===== config.mk =====
export PLATFORM = sky130hd
export DESIGN_NAME = boot_loader_flat
export DESIGN_NICKNAME = d
export VERILOG_FILES = /design/src/rtl/boot_loader_if.sv /design/src/rtl/boot_loader.sv /design/src/flat_wrapper.sv
export SDC_FILE = /design/constraint.sdc
export NUM_CORES = 1
export LEC_CHECK = 0
export CAP_MARGIN = 40
export CORE_MARGIN = 2
export CORE_UTILIZATION = 53
export CTS_CLUSTER_SIZE = 12
export DETAILED_ROUTE_END_ITERATION = 8
export PLACE_DENSITY = 0.8
export SYNTH_ARGS = -nofsm -noshare
export SYNTH_HDL_FRONTEND = slang
export SYNTH_SLANG_ARGS = --single-unit

===== constraint.sdc =====
create_clock -name clk -period 2.7 [get_ports clk]
set_input_delay 0.54 -clock clk [delete_from_list [all_inputs] [get_ports clk]]
set_output_delay 0.54 -clock clk [all_outputs]
set_load 0.03 [all_outputs]

===== src/rtl/boot_loader_if.sv =====
// Byte-stream receive handshake plus boot RAM write port.
// master is the loader side; slave is the byte source / RAM side.
interface boot_loader_if;
  logic [7:0]  rx_data;
  logic        rx_valid;
  logic        rx_ready;
  logic [9:0]  address;
  logic [1:0]  byteena;
  logic [15:0] data;
  logic        wren;

  modport master (
    input  rx_data,
    input  rx_valid,
    output rx_ready,
    output address,
    output byteena,
    output data,
    output wren
  );

  modport slave (
    output rx_data,
    output rx_valid,
    input  rx_ready,
    input  address,
    input  byteena,
    input  data,
    input  wren
  );
endinterface


===== src/rtl/boot_loader.sv =====
// Serial boot loader: parses A5-framed records into 16-bit boot RAM
// byte-lane writes, checks an additive checksum and gates CPU reset.
module boot_loader #(
  parameter bit HOLD_CPU = 1'b1
) (
  input  logic          clk,
  input  logic          reset,
  boot_loader_if.master bus,
  output logic          cpu_reset,
  output logic          busy,
  output logic          err
);

  typedef enum logic [2:0] {
    IDLE, AHI, ALO, CNT, DHI, DLO, CSUM
  } state_t;

  state_t      state_q, state_d;
  logic [9:0]  addr_q, addr_d;
  logic [1:0]  be_q, be_d;
  logic [15:0] data_q, data_d;
  logic        wren_q, wren_d;
  logic [8:0]  cnt_q, cnt_d;
  logic [7:0]  sum_q, sum_d;
  logic        inc_q, inc_d;
  logic        cpu_q, cpu_d;
  logic        err_q, err_d;

  logic       take;
  logic [7:0] b;
  logic [7:0] sum_add;

  assign bus.rx_ready = ~reset;
  assign take         = bus.rx_valid & bus.rx_ready;
  assign b            = bus.rx_data;
  assign sum_add      = sum_q + b;

  assign bus.address = addr_q;
  assign bus.byteena = be_q;
  assign bus.data    = data_q;
  assign bus.wren    = wren_q;
  assign cpu_reset   = cpu_q;
  assign busy        = (state_q != IDLE);
  assign err         = err_q;

  always_ff @(posedge clk or posedge reset) begin
    if (reset) begin
      state_q <= IDLE;
      addr_q  <= '0;
      be_q    <= '0;
      data_q  <= '0;
      wren_q  <= 1'b0;
      cnt_q   <= '0;
      sum_q   <= '0;
      inc_q   <= 1'b0;
      cpu_q   <= HOLD_CPU;
      err_q   <= 1'b0;
    end else begin
      state_q <= state_d;
      addr_q  <= addr_d;
      be_q    <= be_d;
      data_q  <= data_d;
      wren_q  <= wren_d;
      cnt_q   <= cnt_d;
      sum_q   <= sum_d;
      inc_q   <= inc_d;
      cpu_q   <= cpu_d;
      err_q   <= err_d;
    end
  end

  // Address steps one cycle after the low-lane write so the write
  // cycle itself still presents the word being filled.
  always_comb begin
    state_d = state_q;
    addr_d  = inc_q ? addr_q + 10'd1 : addr_q;
    be_d    = be_q;
    data_d  = data_q;
    wren_d  = 1'b0;
    cnt_d   = cnt_q;
    sum_d   = sum_q;
    inc_d   = 1'b0;
    cpu_d   = cpu_q;
    err_d   = err_q;
    if (take) begin
      unique case (state_q)
        IDLE: begin
          if (b == 8'hA5) begin
            state_d = AHI;
            sum_d   = '0;
            cpu_d   = 1'b1;
            err_d   = 1'b0;
          end else if (b == 8'h5A) begin
            cpu_d = 1'b0;
          end
        end
        AHI: begin
          addr_d[9:8] = b[1:0];
          if (|b[7:2]) err_d = 1'b1;
          sum_d   = sum_add;
          state_d = ALO;
        end
        ALO: begin
          addr_d[7:0] = b;
          sum_d   = sum_add;
          state_d = CNT;
        end
        CNT: begin
          // zero count encodes a full 256-word block
          cnt_d   = {(b == 8'd0), b};
          sum_d   = sum_add;
          state_d = DHI;
        end
        DHI: begin
          wren_d  = 1'b1;
          be_d    = 2'b10;
          data_d  = {b, b};
          sum_d   = sum_add;
          state_d = DLO;
        end
        DLO: begin
          wren_d  = 1'b1;
          be_d    = 2'b01;
          data_d  = {b, b};
          sum_d   = sum_add;
          inc_d   = 1'b1;
          cnt_d   = cnt_q - 9'd1;
          state_d = (cnt_q == 9'd1) ? CSUM : DHI;
        end
        CSUM: begin
          sum_d   = sum_add;
          if (sum_add != 8'd0) err_d = 1'b1;
          state_d = IDLE;
        end
        default: state_d = IDLE;
      endcase
    end
  end

endmodule


===== src/flat_wrapper.sv =====
// flat-port wrapper written by rule: the top's interface ports become plain ports
module boot_loader_flat 
#(
  parameter bit HOLD_CPU = 1'b1
)
  (clk, reset, cpu_reset, busy, err, bus_rx_data, bus_rx_valid, bus_rx_ready, bus_address, bus_byteena, bus_data, bus_wren);
  boot_loader_if bus_i ();
  input  logic clk;
  input  logic reset;
  output logic cpu_reset;
  output logic busy;
  output logic err;
  input wire logic [$bits(bus_i.rx_data)-1:0] bus_rx_data;
  input wire logic [$bits(bus_i.rx_valid)-1:0] bus_rx_valid;
  output wire logic [$bits(bus_i.rx_ready)-1:0] bus_rx_ready;
  output wire logic [$bits(bus_i.address)-1:0] bus_address;
  output wire logic [$bits(bus_i.byteena)-1:0] bus_byteena;
  output wire logic [$bits(bus_i.data)-1:0] bus_data;
  output wire logic [$bits(bus_i.wren)-1:0] bus_wren;
  assign bus_i.rx_data = bus_rx_data;
  assign bus_i.rx_valid = bus_rx_valid;
  assign bus_rx_ready = bus_i.rx_ready;
  assign bus_address = bus_i.address;
  assign bus_byteena = bus_i.byteena;
  assign bus_data = bus_i.data;
  assign bus_wren = bus_i.wren;
  boot_loader #(.HOLD_CPU(HOLD_CPU)) u_core (.clk(clk), .reset(reset), .bus(bus_i), .cpu_reset(cpu_reset), .busy(busy), .err(err));
endmodule

==> flow_summary.yaml, run 1 <==
logic_synthesis:
  yosysUniqueCellTypes: 50
  syn-num-nets: 289
  ys_seq_area_frac: 0.437
  synth_top_family_by_area: "simple AND/OR/NAND/NOR gates"
  synth-xor-area-share: 0.0555
  synth_warnings: 0
  ys_seq_elements: 44
  synth_flop_cell: "dfrtp_1"
  synth_compound_area_frac: 0.164
  synth-simple-area-share: 0.182
  syn_area_per_cell_um2: 9.46
  synth_cells: 267
  synth_enable_flop_cells: 0
  synthAdderAreaFrac: 0.0575
  synthMuxAreaShare: 0.0525
  syn-cell-area_um2: 2520
  ys_async_sr_fraction: 1.00
critical_path:
  required_ps: 2890
  crit_path_start: "bus_rx_data[1]"
  r2r-start: "u_core.sum_q[0]"
  reg2reg_to: "u_core.err"
  crit_end: "u_core.err"
  r2r_cells: 8
  criticalPathCategory: "primary input to register"
  arrival_ps: 2750
  path_max_fanout: 4
  worst_setup_path_end_kind: "register"
  cp-start-kind: "primary input"
  r2r_slack_ps: 460
place:
  place_congestion: 0.898
  place.detailed.hpwl_mm: 4.33
  io_buffers: 43
  place_ws_ps: -155
timing:
  setup_tns_ps: 0
  max_freq_mhz: 390
  period_share: 0.949
  slew-limit-headroom: 0.586
  rsz0062_at_grt: "false"
  tightestPinTransition_ps: 617
  worst_slack_ps: 139
  slew_violations: 0
  fin_skew_ps: 8.63
  final-hold-violation-count: 0
  setup_violations: 0
  period_needed_ps: 2560
status:
  outcome: "finished, final reports clean"
global_routing:
  grt_max_degree: 45
  antenna_found_initial: 0
  grt_pass1_wl_mm: 10.0
  gr-total-overflow: 0
  grt_pass1_vias: 2111
  grt_usage: 0.245
drt:
  vias_per_cell: 5.82
  routed-wl-met3_um: 271
  dr.pass1.iters: 4
  drc: 0
  post_drt_wl_per_cell_um: 16.2
  wl_met1_mm: 2.64
  routed_wl_mm: 6.01
  dr_wl_met2_mm: 3.00
  drt_iter0_markers: 128
  top_layer: "met4"
  ant_nets: 0
  via_count: 2152
cts:
  hold_buffers: 0
  cts_setup_buffers: 0
  clkSinkCount: 44
  clock_latency_ps: 300
  cts_tree: "built"
  root_buffer: "clkbuf_8"
  cts.path.max_buffers: 2
  cts_resized: 0
  cts_made_buffers: 5
  htreeDepth: 2
  path_clk_slew_ps: 90
floorplanning:
  dieArea_um2: 5330
  io_pins: 44
  die_h_um: 73.0
  die_w_um: 73.0
  initial_utilization: 0.542
  row_count: 25
  core_um2: 4660
power:
  p_leak_nw: 1.34
  powerDensity_nw_per_um2: 1190
  ir_drop_v: 0.000678
  fin_total_pwr_mw: 3.77
final_layout:
  final_nets: 337
  layout_common_cells: "clkdlybuf4s50_1 (43), dfrtp_1 (43), nand2_1 (25)"
  drive_gt1_frac: 0.123
  area_growth_pct: 25.1
  antennaDiodeCount: 0
worst_hold_path:
  hp-class: "register to register"
run:
  maxCapViolations: 0
==> registers in the layout (all words and copies together) (netlist names) <==
register and count:
u_core.bus.data 8, u_core.bus.wren 1, u_core.cnt_q 9, u_core.bus.address 10, u_core.inc_q 1, u_core.sum_q 8, u_core.bus.byteena 2, u_core.cpu_reset 1
u_core.state_q 3, u_core.err 1
==> cell usage after synthesis, types with 6 or more instances <==
| cell type | number | area (um^2) |
|---|---|---|
| nor2_1 | 21 | 78.8 |
| xor2_1 | 8 | 70.1 |
| a22o_1 | 6 | 52.6 |
| ha_1 | 10 | 125 |
| dfrtp_1 | 43 | 1080 |
| mux2_2 | 9 | 101 |
| nand4_1 | 6 | 37.5 |
| xnor2_1 | 8 | 70.1 |
| inv_1 | 9 | 33.8 |
| nand2_1 | 25 | 93.8 |
| nor3_1 | 9 | 45.0 |
| a21oi_1 | 22 | 110 |
| buf_4 | 8 | 60.1 |
| o21ai_0 | 20 | 100 |
| clkbuf_1 | 6 | 22.5 |
==> metrics by stage <==
step                cell area, um^2  std cells  hold WS, ps   util
finish                         3160        370          501  0.678
global route                   3160        370          531  0.678
CTS                            3160        370          508  0.678
detailed placement             3040        362          484  0.653
global placement               3040        362          478  0.653
floorplan                      2530        267          450      -
==> power by group <==
| group | switching [mW] | internal [mW] | total, mW | leakage [nW] |
|---|---|---|---|---|
| clock | 0.248 | 0.279 | 0.527 | 0.0583 |
| sequential | 0.313 | 0.960 | 1.27 | 0.528 |
| combinational | 1.08 | 0.886 | 1.97 | 0.753 |
==> cells by family (layout without fill, tap and decap cells) <==
kind of cell | count (synthesis) | after routing
compound gates | 68 | 68
xor+xnor | 16 | 16
fa+ha+maj | 11 | 11
buf+inv | 26 | 75
flops | 44 | 44
mux | 12 | 12
simple gates | 90 | 90
==> cell type report <==
cell class / count / area, um^2
clock buffers: 5 / 68.8
clock inverters: 3 / 47.5
fillers: 375 / 1500
inverters: 9 / 37.5
multi-input cells: 197 / 1290
flip-flops and latches: 44 / 1100
well taps: 54 / 67.6
repair buffers: 58 / 543
==> layer usage <==
layer  GRT usage  vias to the layer above
met2       0.405                       62
met1       0.327                     1048
met4      0.0782                        0
met5           0                        -
li1            -                     1031
met3      0.0414                       11
==> worst max-delay path, stage by stage <==
cell             delay, ps
clkdlybuf4s50_1        520
ha_1                   360
a211oi_1               220
o21ai_0                170
xor2_1                 190
nor4_1                 280
a31oi_1                140
mux2_1                 330
==> how the worst min path moves through the flow <==
stage	start	to	slack, ps	cells past startpoint
after global placement	u_core.sum_q[6]	u_core.sum_q[6]	480	2
after detailed placement	u_core.cnt_q[7]	u_core.cnt_q[7]	480	2
after CTS	u_core.cnt_q[7]	u_core.cnt_q[7]	510	2
after global routing	u_core.err	u_core.err	530	1
final	u_core.cnt_q[7]	u_core.cnt_q[7]	500	2
after floorplan	u_core.cnt_q[7]	u_core.cnt_q[7]	450	2
(Power assumes the default switching activity.)
==> run 2: changes to the inputs <==
--- a/config.mk
+++ b/config.mk
@@ -10,7 +10,8 @@
 export CORE_UTILIZATION = 53
 export CTS_CLUSTER_SIZE = 12
 export DETAILED_ROUTE_END_ITERATION = 8
-export PLACE_DENSITY = 0.8
+export PLACE_DENSITY_LB_ADDON = 0.15
+export SETUP_SLACK_MARGIN = 0.1
 export SYNTH_ARGS = -nofsm -noshare
 export SYNTH_HDL_FRONTEND = slang
 export SYNTH_SLANG_ARGS = --single-unit
==> flow_summary.yaml, run 2 (synthesis gave the netlist of run 1 again) <==
timing:
  fin_skew_ps: 7.12
  worst_slack_ps: 200
  max_freq_mhz: 400
  period_needed_ps: 2500
  slew-limit-headroom: 0.584
  tightestPinTransition_ps: 620
  setup_violations: 0
  slew_violations: 0
  final-hold-violation-count: 0
  rsz0062_at_grt: "false"
  period_share: 0.926
power:
  p_seq_frac: 0.347
  pwr-share-comb: 0.543
  p_leak_nw: 1.32
  internal-power_mw: 2.03
  p_sw_frac: 0.444
  power_switching_mw: 1.62
  ir_drop_v: 0.000555
  clkPwrFrac: 0.110
  powerDensity_nw_per_um2: 1170
final_layout:
  layout.cells.non_filler: 368
  area_growth_pct: 23.7
  antennaDiodeCount: 0
  drive_gt1_frac: 0.124
  final_nets: 336
  fin_util: 0.670
  layout_common_cells: "clkdlybuf4s50_1 (43), dfrtp_1 (43), nand2_1 (25)"
  largest_reg_flops: 10
cts:
  clkSinkCount: 44
  htreeDepth: 2
  path_clk_slew_ps: 80
  clock_latency_ps: 300
  root_buffer: "clkbuf_8"
  cts_setup_buffers: 0
  cts.path.max_buffers: 2
  cts_made_buffers: 5
  cts_tree: "built"
critical_path:
  path_cells: "clkdlybuf4s50_1 > ha_1 > a211oi_1 > o21ai_0 > xor2_1 > nor4_2 > a31oi_1 > mux2_1"
  cp-start-kind: "primary input"
  criticalPathCategory: "primary input to register"
  worst_setup_path_end_kind: "register"
  required_ps: 2880
  max_stage_delay_ps: 510
  path_max_fanout: 3
  crit_path_top_delay_cell: "clkdlybuf4s50_1"
  arrival_ps: 2680
place:
  numPlacedInstances: 361
  io_buffers: 43
  place.detailed.hpwl_mm: 4.29
  place_ws_ps: -195
  place_congestion: 0.908
global_routing:
  grt_usage: 0.238
  grt_pass1_wl_mm: 9.82
  grt_pass1_vias: 2026
  antenna_found_initial: 0
  grt_max_degree: 45
  gr-total-overflow: 0
floorplanning:
  core_um2: 4660
  row_count: 25
  io_pins: 44
  die_h_um: 73.0
  initial_utilization: 0.542
  die_w_um: 73.0
  dieArea_um2: 5330
drt:
  dr.pass1.iters: 4
  via_count: 2065
  drt_iter0_markers: 178
  ant_nets: 0
  vias_per_cell: 5.61
  drc: 0
  post_drt_wl_per_cell_um: 15.8
  routed_wl_mm: 5.82
worst_hold_path:
  hp-class: "register to register"
run:
  maxCapViolations: 0
status:
  outcome: "finished, final reports clean"
-- run 2: cell count changes in the layout (fill, tap and decap cells not counted) --
| cell | delta |
|---|---|
| clkinv_4 | -2 |
| buf_4 | -1 |
| bufinv_16 | -1 |
| clkinv_2 | +1 |
| clkinvlp_4 | +1 |
| fa_1 | -1 |
| fa_2 | +1 |
| nor4_1 | -1 |
| nor4_2 | +1 |
-- run 2: metal layers --
layer	wire length, um	global-route usage	vias to the layer above
li1	-	-	1038
met1	2730	0.334	975
met2	2800	0.386	45
met3	212	0.0442	7
met4	67	0.0514	0
met5	0	0	-
-- run 2: final timing paths --
path | start | end | slack [ps] | depth (start not counted)
max | bus_rx_data[1] | u_core.err | 200 | 8
min | u_core.cpu_reset | u_core.cpu_reset | 500 | 2
max reg2reg | u_core.sum_q[0] | u_core.err | 530 | 8
min reg2reg | u_core.cpu_reset | u_core.cpu_reset | 500 | 2
max in group asynchronous | reset | u_core.cpu_reset | 1500 | 3
min in group asynchronous | reset | u_core.cnt_q[2] | 810 | 3
-- run 2: stage by stage --
step | hold slack [ps] | total power [mW] | area, um^2 | TNS (ps)
3_5_place_dp | 488 | 3.24 | 3030 | -195
4_1_cts | 508 | 3.65 | 3120 | 0
3_3_place_gp | 484 | 3.20 | 3030 | -91.1
2_1_floorplan | 450 | 2.60 | 2530 | 0
5_1_grt | 541 | 3.91 | 3120 | 0
6_report | 502 | 3.65 | 3120 | 0
-- run 2: critical path: cells and delay by family --
family	cells	cell delay, ps
AND/OR/NAND/NOR	1	250
multiplexers	1	320
AO/OA/AOI/OAI	3	520
adder cells (fa/ha/maj)	1	350
buffers and inverters	1	510
XOR/XNOR	1	190
-- run 2: cell type report --
cell class,count,area (um^2)
Clock buffer,5,68.8
Fill cell,385,1540
Timing Repair Buffer,57,536
Inverter,9,37.5
Sequential cell,44,1100
Clock inverter,2,12.5
Tap cell,54,67.6
Multi-Input combinational cell,197,1300
-- run 2: what timing repair did --
item / CTS / global route
hold buffers: 0 / 0
endpoints found under the setup margin: 0 / 1
endpoints found under the hold margin: 0 / 0
resized for setup: 0 / 2
-- run 2: power by group through the flow --
| stage | combinational [mW] | sequential (mW) | clock (mW) |
|---|---|---|---|
| floorplan | 1.10 | 1.49 | 0 |
| global placement | 1.94 | 1.27 | 0 |
| detailed placement | 1.97 | 1.27 | 0 |
| CTS | 1.98 | 1.26 | 0.412 |
| global route | 2.16 | 1.31 | 0.436 |
| finish | 1.98 | 1.27 | 0.402 |
==> run 3: changes to the inputs <==
--- a/config.mk
+++ b/config.mk
@@ -7,7 +7,7 @@
 export LEC_CHECK = 0
 export CAP_MARGIN = 40
 export CORE_MARGIN = 2
-export CORE_UTILIZATION = 53
+export CORE_UTILIZATION = 25
 export CTS_CLUSTER_SIZE = 12
 export DETAILED_ROUTE_END_ITERATION = 8
 export PLACE_DENSITY_LB_ADDON = 0.15
==> flow_summary.yaml, run 3 (synthesis gave the netlist of run 1 again) <==
final_layout:
  fill_cells: 1036
  antennaDiodeCount: 0
  multiInputGateArea_um2: 1300
  area_growth_pct: 29.9
  drive_gt1_frac: 0.137
  layout.cells.non_filler: 454
  layout_common_cells: "dfrtp_1 (43), clkdlybuf4s50_1 (42), nand2_1 (25)"
  largest_reg_flops: 10
  mostFrequentLayoutCell: "dfrtp_1"
  final_nets: 342
  seq_area_um2: 1100
  fin_util: 0.336
power:
  p_seq_frac: 0.328
  pwr-share-comb: 0.552
  fin_total_pwr_mw: 3.79
  powerDensity_nw_per_um2: 1160
  p_sw_frac: 0.442
  clkPwrFrac: 0.120
  internal-power_mw: 2.11
  power_switching_mw: 1.68
  p_leak_nw: 1.36
  ir_drop_v: 0.000432
worst_hold_path:
  hp-class: "register to register"
  hold_path_depth: 2
critical_path:
  arrival_ps: 2680
  r2r_cells: 8
  worst_setup_path_end_kind: "register"
  required_ps: 2880
  path_max_fanout: 2
  criticalPathCategory: "primary input to register"
  cp-start-kind: "primary input"
cts:
  hold_buffers: 0
  cts.path.max_buffers: 2
  cts_made_buffers: 5
  clkSinkCount: 44
  clock_latency_ps: 310
  htreeDepth: 2
  root_buffer: "clkbuf_8"
  path_clk_slew_ps: 90
  cts_tree: "built"
timing:
  fin_skew_ps: 16.4
  period_share: 0.927
  slew_violations: 0
  whs_ps: 508
  setup_violations: 0
  slew-limit-headroom: 0.537
  tightestPinTransition_ps: 690
  rsz0062_at_grt: "false"
  max_freq_mhz: 399
  final-hold-violation-count: 0
  period_needed_ps: 2500
floorplanning:
  dieArea_um2: 10900
  row_count: 36
  io_pins: 44
  core_um2: 9770
  initial_utilization: 0.258
  die_w_um: 104
  die_h_um: 104
place:
  place.detailed.hpwl_mm: 4.98
  place_congestion: 0.751
  numPlacedInstances: 446
  io_buffers: 43
drt:
  drt_iter0_markers: 114
  via_count: 2092
  post_drt_wl_per_cell_um: 15.2
  vias_per_cell: 4.61
  drc: 0
  dr.pass1.iters: 4
  ant_nets: 0
  routed_wl_mm: 6.89
global_routing:
  grt_pass1_vias: 2113
  antenna_found_initial: 0
  grt_pass1_wl_mm: 11.4
  grt_max_degree: 45
  grt_usage: 0.132
  gr-total-overflow: 0
status:
  outcome: "finished, final reports clean"
run:
  maxCapViolations: 0
run 3: final timing paths:
kind                                 startpoint                    end  slack (ps)
worst min register to register  u_core.cnt_q[7]        u_core.cnt_q[7]         510
worst min-delay path            u_core.cnt_q[7]        u_core.cnt_q[7]         510
worst max-delay path             bus_rx_data[0]             u_core.err         200
max in group asynchronous                 reset             u_core.err        1480
min in group asynchronous                 reset  u_core.bus.byteena[0]         800
worst max register to register  u_core.sum_q[0]             u_core.err         480
run 3: power by group through the flow:
| stage | combinational (mW) | sequential (mW) | clock (mW) |
|---|---|---|---|
| final | 2.09 | 1.24 | 0.456 |
| after global routing | 2.28 | 1.29 | 0.503 |
| after CTS | 2.10 | 1.24 | 0.466 |
| after detailed placement | 2.08 | 1.25 | 0 |
| after global placement | 2.09 | 1.26 | 0 |
| after floorplan | 1.10 | 1.49 | 0 |
run 3: repair_timing:
item | in CTS | in global routing
endpoints found under the setup margin | 0 | 1
gates resized for setup | 0 | 3
buffers inserted | 0 | 0
run 3: worst max-delay path: stages:
cell	delay [ps]
clkdlybuf4s50_1	430
ha_1	250
fa_1	400
xor2_1	190
nor3_1	160
nand2_1	100
nor4_2	160
a31oi_1	130
mux2_1	320
run 3: stage by stage:
step | setup slack, ps | cell area, um^2 | setup TNS, ps
2_1_floorplan | 421 | 2530 | 0
3_3_place_gp | -117 | 3180 | -117
3_5_place_dp | -139 | 3180 | -139
4_1_cts | 149 | 3270 | 0
5_1_grt | 77.4 | 3280 | 0
6_report | 197 | 3280 | 0
run 3: layout make-up:
type	count	share of cell area
multi-input cells	197	0.395
flip-flops and latches	44	0.336
repair buffers	63	0.178
clock inverters	1	0.00229
clock buffers	7	0.0263
well taps	133	0.0507
inverters	9	0.0114
run 3: layer usage:
layer | GRT usage | wire, um | part of all wire | up-vias
met2 | 0.204 | 2980 | 0.43 | 35
met5 | 0 | 0 | 0 | -
met1 | 0.191 | 3630 | 0.53 | 997
met4 | 0.0290 | 63 | 0.0091 | 0
li1 | - | - | - | 1052
met3 | 0.0263 | 223 | 0.032 | 8
